<file path="src/rtl/sim_ctrl_pkg.sv">
// sim_ctrl_pkg: shared types and constants for the simulation run controller.
//   run_state_e  - controller FSM state encoding
//   run_status_t - registered outcome flags reported to the testbench
//   INSN_*       - RV32I instruction words of interest to the controller
package sim_ctrl_pkg;

    typedef enum logic [1:0] {
        IDLE  = 2'd0,
        RESET = 2'd1,
        RUN   = 2'd2,
        DONE  = 2'd3
    } run_state_e;

    typedef struct packed {
        logic done;
        logic halted;
        logic timeout;
    } run_status_t;

    localparam logic [31:0] INSN_ECALL  = 32'h0000_0073;
    localparam logic [31:0] INSN_EBREAK = 32'h0010_0073;
    localparam logic [31:0] INSN_NOP    = 32'h0000_0013;

endpackage

</file>
<file path="src/rtl/pc_stall_detector.sv">
// pc_stall_detector: flags a CPU that keeps fetching the same PC.
//   clk, rst (sync, active low), enable (high while the CPU runs),
//   pc_in (fetch PC), stalled (high in the cycle the PC has been
//   observed unchanged for STALL_LIMIT consecutive samples).
// All state clears while enable is low, so the first enabled sample
// has no predecessor and can never count as a repeat.
module pc_stall_detector #(
    parameter int PC_WIDTH    = 32,
    parameter int STALL_LIMIT = 8
) (
    input  logic                clk,
    input  logic                rst,
    input  logic                enable,
    input  logic [PC_WIDTH-1:0] pc_in,
    output logic                stalled
);

    localparam int              CW   = $clog2(STALL_LIMIT);
    localparam logic [CW-1:0]   LAST = CW'(STALL_LIMIT - 1);

    logic [PC_WIDTH-1:0] prev_pc_q;
    logic                prev_vld_q;
    logic [CW-1:0]       cnt_q, cnt_d;
    logic                same;

    assign same = prev_vld_q && (pc_in == prev_pc_q);

    // Counter holds the number of consecutive repeats; saturates at LAST.
    always_comb begin
        cnt_d = '0;
        if (same) cnt_d = (cnt_q == LAST) ? cnt_q : cnt_q + CW'(1);
    end

    assign stalled = enable && same && (cnt_d == LAST);

    always_ff @(posedge clk) begin
        if (!rst || !enable) begin
            prev_pc_q  <= '0;
            prev_vld_q <= 1'b0;
            cnt_q      <= '0;
        end else begin
            prev_pc_q  <= pc_in;
            prev_vld_q <= 1'b1;
            cnt_q      <= cnt_d;
        end
    end

endmodule

</file>
<file path="src/rtl/sim_run_ctrl.sv">
// sim_run_ctrl: run controller between the bench clock and the CPU.
//   Inputs : clk, rst (sync, active low), start (pulse), pc_in,
//            insn_valid, insn_in (retired instruction).
//   Outputs: cpu_rst (active low CPU reset), boot_pc, dump_en,
//            done/halted/timeout (sticky outcome), cycle_count and
//            retired_count (RUN-state statistics, saturating).
// Sequence: IDLE -start-> RESET (RST_CYCLES) -> RUN -> DONE -start-> RESET.
module sim_run_ctrl
    import sim_ctrl_pkg::*;
#(
    parameter int                   PC_WIDTH    = 32,
    parameter int                   CNT_WIDTH   = 32,
    parameter int                   RST_CYCLES  = 4,
    parameter int                   MAX_CYCLES  = 128,
    parameter int                   STALL_LIMIT = 8,
    parameter logic [31:0]          HALT_INSN   = 32'h0000_0073,
    parameter logic [PC_WIDTH-1:0]  BOOT_PC     = '0
) (
    input  logic                 clk,
    input  logic                 rst,
    input  logic                 start,
    input  logic [PC_WIDTH-1:0]  pc_in,
    input  logic                 insn_valid,
    input  logic [31:0]          insn_in,
    output logic                 cpu_rst,
    output logic [PC_WIDTH-1:0]  boot_pc,
    output logic                 dump_en,
    output logic                 done,
    output logic                 halted,
    output logic                 timeout,
    output logic [CNT_WIDTH-1:0] cycle_count,
    output logic [CNT_WIDTH-1:0] retired_count
);

    localparam int                   RCW      = $clog2(RST_CYCLES + 1);
    localparam logic [RCW-1:0]       RST_LAST = RCW'(RST_CYCLES - 1);
    localparam logic [CNT_WIDTH-1:0] MAX_LAST = CNT_WIDTH'(MAX_CYCLES - 1);

    run_state_e            state_q, state_d;
    logic [RCW-1:0]        rst_cnt_q, rst_cnt_d;
    logic [CNT_WIDTH-1:0]  cyc_q, cyc_d;
    logic [CNT_WIDTH-1:0]  ret_q, ret_d;
    run_status_t           status_q, status_d;
    logic                  in_run;
    logic                  stalled;
    logic                  halt_hit;

    assign in_run   = (state_q == RUN);
    assign halt_hit = insn_valid && (insn_in == HALT_INSN);

    pc_stall_detector #(
        .PC_WIDTH    (PC_WIDTH),
        .STALL_LIMIT (STALL_LIMIT)
    ) u_stall (
        .clk     (clk),
        .rst     (rst),
        .enable  (in_run),
        .pc_in   (pc_in),
        .stalled (stalled)
    );

    always_comb begin
        state_d   = state_q;
        rst_cnt_d = rst_cnt_q;
        cyc_d     = cyc_q;
        ret_d     = ret_q;
        status_d  = status_q;
        case (state_q)
            IDLE, DONE: begin
                if (start) begin
                    state_d   = RESET;
                    rst_cnt_d = '0;
                    cyc_d     = '0;
                    ret_d     = '0;
                    status_d  = '0;
                end
            end
            RESET: begin
                if (rst_cnt_q == RST_LAST) state_d = RUN;
                else                       rst_cnt_d = rst_cnt_q + RCW'(1);
            end
            RUN: begin
                cyc_d = (&cyc_q) ? cyc_q : cyc_q + CNT_WIDTH'(1);
                if (insn_valid) ret_d = (&ret_q) ? ret_q : ret_q + CNT_WIDTH'(1);
                // Halt/stall win over the budget when both land on one cycle.
                if (halt_hit || stalled) begin
                    state_d  = DONE;
                    status_d = '{done: 1'b1, halted: 1'b1, timeout: 1'b0};
                end else if (cyc_q == MAX_LAST) begin
                    state_d  = DONE;
                    status_d = '{done: 1'b1, halted: 1'b0, timeout: 1'b1};
                end
            end
            default: state_d = IDLE;
        endcase
    end

    always_ff @(posedge clk) begin
        if (!rst) begin
            state_q   <= IDLE;
            rst_cnt_q <= '0;
            cyc_q     <= '0;
            ret_q     <= '0;
            status_q  <= '0;
        end else begin
            state_q   <= state_d;
            rst_cnt_q <= rst_cnt_d;
            cyc_q     <= cyc_d;
            ret_q     <= ret_d;
            status_q  <= status_d;
        end
    end

    // CPU runs only in RUN; it is frozen in reset everywhere else.
    assign cpu_rst       = in_run;
    assign dump_en       = in_run;
    assign boot_pc       = BOOT_PC;
    assign done          = status_q.done;
    assign halted        = status_q.halted;
    assign timeout       = status_q.timeout;
    assign cycle_count   = cyc_q;
    assign retired_count = ret_q;

endmodule

</file>
<file path="config.mk">
export PLATFORM = sky130hd
export DESIGN_NAME = sim_run_ctrl
export DESIGN_NICKNAME = d
export VERILOG_FILES = /design/src/rtl/sim_ctrl_pkg.sv /design/src/rtl/pc_stall_detector.sv /design/src/rtl/sim_run_ctrl.sv
export SDC_FILE = /design/constraint.sdc
export NUM_CORES = 1
export LEC_CHECK = 0
export BUFFER_PORTS_ARGS = -buffer_cell sky130_fd_sc_hd__clkbuf_2
export CAP_MARGIN = 0
export CORE_UTILIZATION = 32
export DETAILED_ROUTE_END_ITERATION = 8
export GPL_TIMING_DRIVEN = 0
export SYNTH_ARGS = -nofsm -noshare
export SYNTH_HDL_FRONTEND = slang
export SYNTH_SLANG_ARGS = --single-unit
</file>
<file path="constraint.sdc">
create_clock -name clk -period 2.55 [get_ports clk]
set_input_delay 0.3825 -clock clk [delete_from_list [all_inputs] [get_ports clk]]
set_output_delay 0.3825 -clock clk [all_outputs]
set_load 0.005 [all_outputs]
</file>
# Word level (Yosys, flattened, before mapping)
# Cells that the tools add are included.
# word_totals
register_bits,108
wordCells,69
out_inout_bits,101
# op_classes
add_sub_neg,4
n_reduce_logical,19
mux,20
eq_ne,16
# op_table
operator,n
$mux 32,4
$pmux 32 s2,2
$add 32x1->32 const B,2
$eq 32x7->1 const B,2
$reduce_and 32->1,2
$eq 32x32->1,1
$mux 3,6
$ne 2x2->1 const B,6
$pmux 3 s2,2
$reduce_and 3->1,4
$mux 2,4
$add 3x1->3 const B,2
$eq 3x3->1 const B,2
$pmux 2 s3,1
$eq 2x2->1 const B,2
$logic_and 1x1->1,4
$reduce_and 4->1,1
$reduce_bool 2->1,2
$eq 3x2->1 const B,1
$ne 3x3->1 const B,1
$eq 2x1->1 const B,1
$logic_not 1->1,2
$logic_not 2->1,1
$logic_or 1x1->1,2
2 further kinds,2

# Longest topological paths before layout
# depth
depth_word,8
ltp_mapped,9
ltp_nobuf,8

# By module
# A second synthesis with hierarchy kept.
# unflattened
cells_unflattened,692
area_unflattened_um2,5984.5
# by_module_without_submodules
module,area_each_um2,n_inst,seq_area_each_um2,cells_each
sim_run_ctrl,4443.0,1,1441.4,545
pc_stall_detector,1541.5,1,720.7,147

# Worst setup path after synthesis
# Ideal clock, no wire load.
# synth_timing
path_type,input-to-reg
start,input insn_in[29]
end,register state_q[0]
setup_ns,0.121
n_path_buf,0
path_stages,6
arrival_ns,2.183
slack_ns,0.246
path_cell_list,or4_1 or4_1 or4_4 o41a_1 a21oi_1 a211oi_2
# synth_between
elab_chain_cells,5
word_cells_on_any_way,7
cone_classes,eq/ne (2); mux (2); reduce/logical (3)
# synth_rtl
element,line,rtl
from (decl),sim_run_ctrl.sv:24,"input logic [31:0] insn_in,"
$eq 32x7->1 *,sim_run_ctrl.sv:49,assign halt_hit = insn_valid && (insn_in == HALT_INSN);
$logic_and 1x1->1 *,sim_run_ctrl.sv:49,
$logic_or 1x1->1 *,sim_run_ctrl.sv:86,if (halt_hit || stalled) begin
$ne 3x3->1 (no line) or $mux 2 (tied branches),--,
$reduce_and 3->1 (no line) or $pmux 2 s3 (tied branches),--,
to (signal assigned),sim_run_ctrl.sv:106,state_q <= state_d;
to (decl),sim_run_ctrl.sv:39,"run_state_e state_q, state_d;"
# Every way passes the cells marked *; elsewhere a longest branch is shown, timed or not.
# A chain may end at the register's enable or synchronous reset.

# Final worst setup path
# layout_timing
start,"register cyc_q[6], in the netlist cycle_count[6]"
end,"register cyc_q[21], in the netlist cycle_count[21]"
# layout_between
elab_chain_cells,3
word_cells_on_any_way,6
cone_classes,add/sub (1); eq/ne (1); mux (2); reduce/logical (2)
# layout_rtl
element,line,rtl
from (decl),sim_run_ctrl.sv:41,"logic [CNT_WIDTH-1:0] cyc_q, cyc_d;"
from (signal assigned),sim_run_ctrl.sv:108,cyc_q <= cyc_d;
$add 32x1->32 or $reduce_and 32->1 (tied branches),sim_run_ctrl.sv:83,cyc_d = (&cyc_q) ? cyc_q : cyc_q + CNT_WIDTH'(1);
$mux 32 or $ne 2x2->1 (tied branches),--,
$pmux 32 s2 or $reduce_and 3->1 (tied branches),--,
# Parallel ways exist; a longest one is shown, timed or not. The select of a mux whose other input is x is not followed.

==> results <==
- The run finished with clean final reports.
- Measured along the y axis, the die boundary spans 133 um.
- Clock-pin slew was measured on the worst setup and hold paths at 0.08 ns.
- Based on the critical path, the design can be clocked at up to 418 MHz.
- The repair_antennas step left the layout with diodes totalling 0.
- The starting density of the core is 0.330.
- At the end of the flow, the number of nets in the layout was 889.
- The synthesized netlist contains 63 unique library cells.
- The top cell type's share of synthesized area is 0.394.
- Measured on the finished design, the core utilization comes to 0.419.
- After floorplanning, the core was sized to cover 0.0166 mm^2.
- The number of sinks driven by the clock tree is 108.
- Summing over every cut layer, the via total after detailed routing is 5112.
- The most instantiated library cell after synthesis is sky130_fd_sc_hd__dfxtp_1.
- In the global route stage, overall resource usage came out at 0.163.
- The post-detailed-routing wire length is 14400 um.
- The tree is rooted in a sky130_fd_sc_hd__clkbuf_16.
- Among all flip-flop cells after synthesis, the most frequent one is sky130_fd_sc_hd__dfxtp_1.
- The detailed-route vias per instance is 4.92.
- The final RePlAce weighted congestion is 0.796.
- The number of DRC markers after the initial detailed-route iteration is 269.
- The H-tree depth is 3.
- The count of final hold-check violations is 0.
- The worst setup path is launched from a flip-flop.
- The floorplan step defined a die boundary enclosing 0.0177 mm^2.
- On the final layout, the worst clock skew is 0.00797 ns.
- Final hold analysis gives a worst-case slack of 0.280 ns.
- Of all flip-flops after synthesis, the portion carrying an async set or reset was 0.
- The endpoint class of the critical path is a flip-flop.
- By count the netlist is led by sky130_fd_sc_hd__dfxtp_1, sky130_fd_sc_hd__nor2_1, sky130_fd_sc_hd__nand2_1, sky130_fd_sc_hd__and3_1, sky130_fd_sc_hd__xor2_1.
- The worst voltage drop across the vdd grid is 0.388 mV.
- The power density of the placed cells is 648 mW/mm^2.
- The total of endpoints with negative setup slack in the final report is 0.
- Buffers placed on the I/O ports in this run total 136.
- The total number of yosys warnings is 0.
- Setup repair after global routing could not meet its margin everywhere.
- In this run the cell area of the synthesized design comes to 0.00549 mm^2.
- The count of flip-flops with a built-in enable after synthesis is 0.
- TritonCTS built the clock tree.
- Of the synthesized area, sequential elements account for 0.394.
- The top-level port count is 169.
- In the final layout, the share of cells above drive strength 1 is 0.269.
- The number of remaining DRC errors is 0.
- The number of antenna violations at the first check in global routing is 0.
- The site row count is 47.
- The first TritonRoute pass finished after 4 iterations.
- After detailed routing, the average wire length per cell comes to 13.8 um.
- The library cell occupying the most area in the post-synthesis netlist is sky130_fd_sc_hd__dfxtp_1.
- The mean post-synth cell area is 8.67 um^2.
- In this run, post-CTS hold repair placed 0 buffers.
- Sorting the synthesized cells by area gives the leading types as sky130_fd_sc_hd__dfxtp_1, sky130_fd_sc_hd__xor2_1, sky130_fd_sc_hd__xnor2_1.
- The largest net degree at the start of global routing is 20.
- The final critical-path setup slack is 0.157 ns.
- The worst setup path is of the reg -> reg kind.
- The die width is 133 um.
- The relative max-transition margin is 0.366.
- Counting along the longest clock path gives a buffer depth of 2.
- In the final timing run, aggregate negative setup slack is 0 ns.
- Synthesis produced a netlist whose cell count is 633.
- Along the worst path, the maximum fanout reaches 10.
- Of the available clock period, the critical path in the final layout requires 0.938.
- In this run the worst hold path is classified as in -> reg.
- Data arrives at the worst endpoint at 2.63 ns.
- The post-synthesis register bit count is 108.
- For the worst setup path, the data required time is 2.79 ns.
- Buffers inserted during clock tree synthesis total 9.
- The total leakage power is 3.01 nW.
- The first-pass GRT wire length is 23100 um.
- Across the run, the number of max-cap violations was 0.
- The number of global-route vias before repair came to 4545.
- Timing analysis after detailed placement gives a worst setup slack of -0.199 ns.
- At the later pin of the worst-skew pair, clock insertion delay measures 0.36 ns.
- The detailed placement HPWL is 10600 um.
- The number of filler cells placed in the layout is 1672.
- The residual antenna-violating net count after detailed routing is 0.
- The total congestion overflow after global routing is 0.
- The pin slew with the least headroom to its limit is 0.943 ns.
- For the finished layout, the period the worst path requires is 2.39 ns.
- The area growth from synthesis to layout is 27.0%.
- The count of pins over their slew limit is 0.
==> what timing repair did <==
item                                    4_1_cts  5_1_grt
endpoints found under the hold margin         0        0
endpoints found under the setup margin       26       51
gates resized for setup                       5       23
setup buffers                                 0        2
==> path summary, 6_finish.rpt <==
kind | from | end | slack (ns) | cells past startpoint
setup / recovery | cycle_count[6]$_SDFFE_PN0P_ | cycle_count[21]$_SDFFE_PN0P_ | 0.16 | 8
hold / removal | pc_in[11] | u_stall.prev_pc_q[11]$_SDFF_PN0_ | 0.28 | 2
setup reg to reg | cycle_count[6]$_SDFFE_PN0P_ | cycle_count[21]$_SDFFE_PN0P_ | 0.16 | 8
hold reg to reg | done$_SDFFE_PN0P_ | done$_SDFFE_PN0P_ | 0.45 | 2
==> sequential cells by signal, indices dropped and copies added, names as in the netlist <==
register and count:
cycle_count 32, done 1, halted 1, retired_count 32
rst_cnt_q 3, state_q 2, timeout 1, u_stall.cnt_q 3
u_stall.prev_pc_q 32, u_stall.prev_vld_q 1
==> layer usage <==
layer  routed length [um]  part of all wire  GRT usage
met1                 6760              0.47      0.214
met2                 6650              0.46      0.264
met3                  718             0.050     0.0299
met4                  230             0.016     0.0645
met5                    0                 0          0
==> cell type report <==
type	instances	area, um^2	area share
well taps	220	275	0.0395
plain buffers	53	359	0.0516
clock buffers	10	239	0.0343
multi-input cells	486	3090	0.444
inverters	17	63.8	0.00916
clock inverters	6	76.3	0.0110
repair buffers	138	696	0.0999
flip-flops and latches	108	2160	0.310
==> where the power goes <==
| group | internal (mW) | total [mW] | leakage (nW) | switching [mW] |
|---|---|---|---|---|
| clock | 0.809 | 1.50 | 0.156 | 0.689 |
| combinational | 0.427 | 1.21 | 1.99 | 0.783 |
| sequential | 1.77 | 1.81 | 0.872 | 0.0432 |
==> through the flow <==
step                std cells  total power [mW]  area [um^2]
global route             1038              4.76         6970
global placement         1020              3.01         6560
detailed placement       1020              3.02         6560
floorplan                 664              2.65         5600
CTS                      1036              4.52         6890
finish                   1038              4.52         6970
==> critical path, stage by stage, from the launching register on <==
cell,delay (ns)
sky130_fd_sc_hd__dfxtp_1,0.48
sky130_fd_sc_hd__nand4_1,0.18
sky130_fd_sc_hd__nor2_1,0.29
sky130_fd_sc_hd__and3_1,0.26
sky130_fd_sc_hd__clkbuf_1,0.38
sky130_fd_sc_hd__clkbuf_2,0.33
sky130_fd_sc_hd__nand3_1,0.13
sky130_fd_sc_hd__xor2_1,0.17
sky130_fd_sc_hd__nor2_1,0.05
==> cells in the final DEF (no fill, tap or decap), drive strengths merged, types with 11 or more instances in the layout <==
cell type and instances:
a211oi 13, a21oi 33, and3 40, buf 37, clkbuf 164, conb 32
dfxtp 108, inv 21, nand2 45, nand3 27, nand4 19, nor2 64
nor3 11, nor4 21, o21ai 18, xnor2 34, xor2 37
==> logic make-up (layout without fill, tap and decap cells) <==
family / after synthesis / after routing / share of synthesized area
XOR/XNOR: 71 / 71 / 0.113
buffers and inverters: 70 / 224 / 0.0755
adder cells (fa/ha/maj): 8 / 8 / 0.0182
AO/OA/AOI/OAI: 103 / 103 / 0.132
other: 1 / 32 / 0.000684
flip-flops: 108 / 108 / 0.394
AND/OR/NAND/NOR: 269 / 269 / 0.260
multiplexers: 3 / 3 / 0.00570
Power figures use the tool's default switching activity.
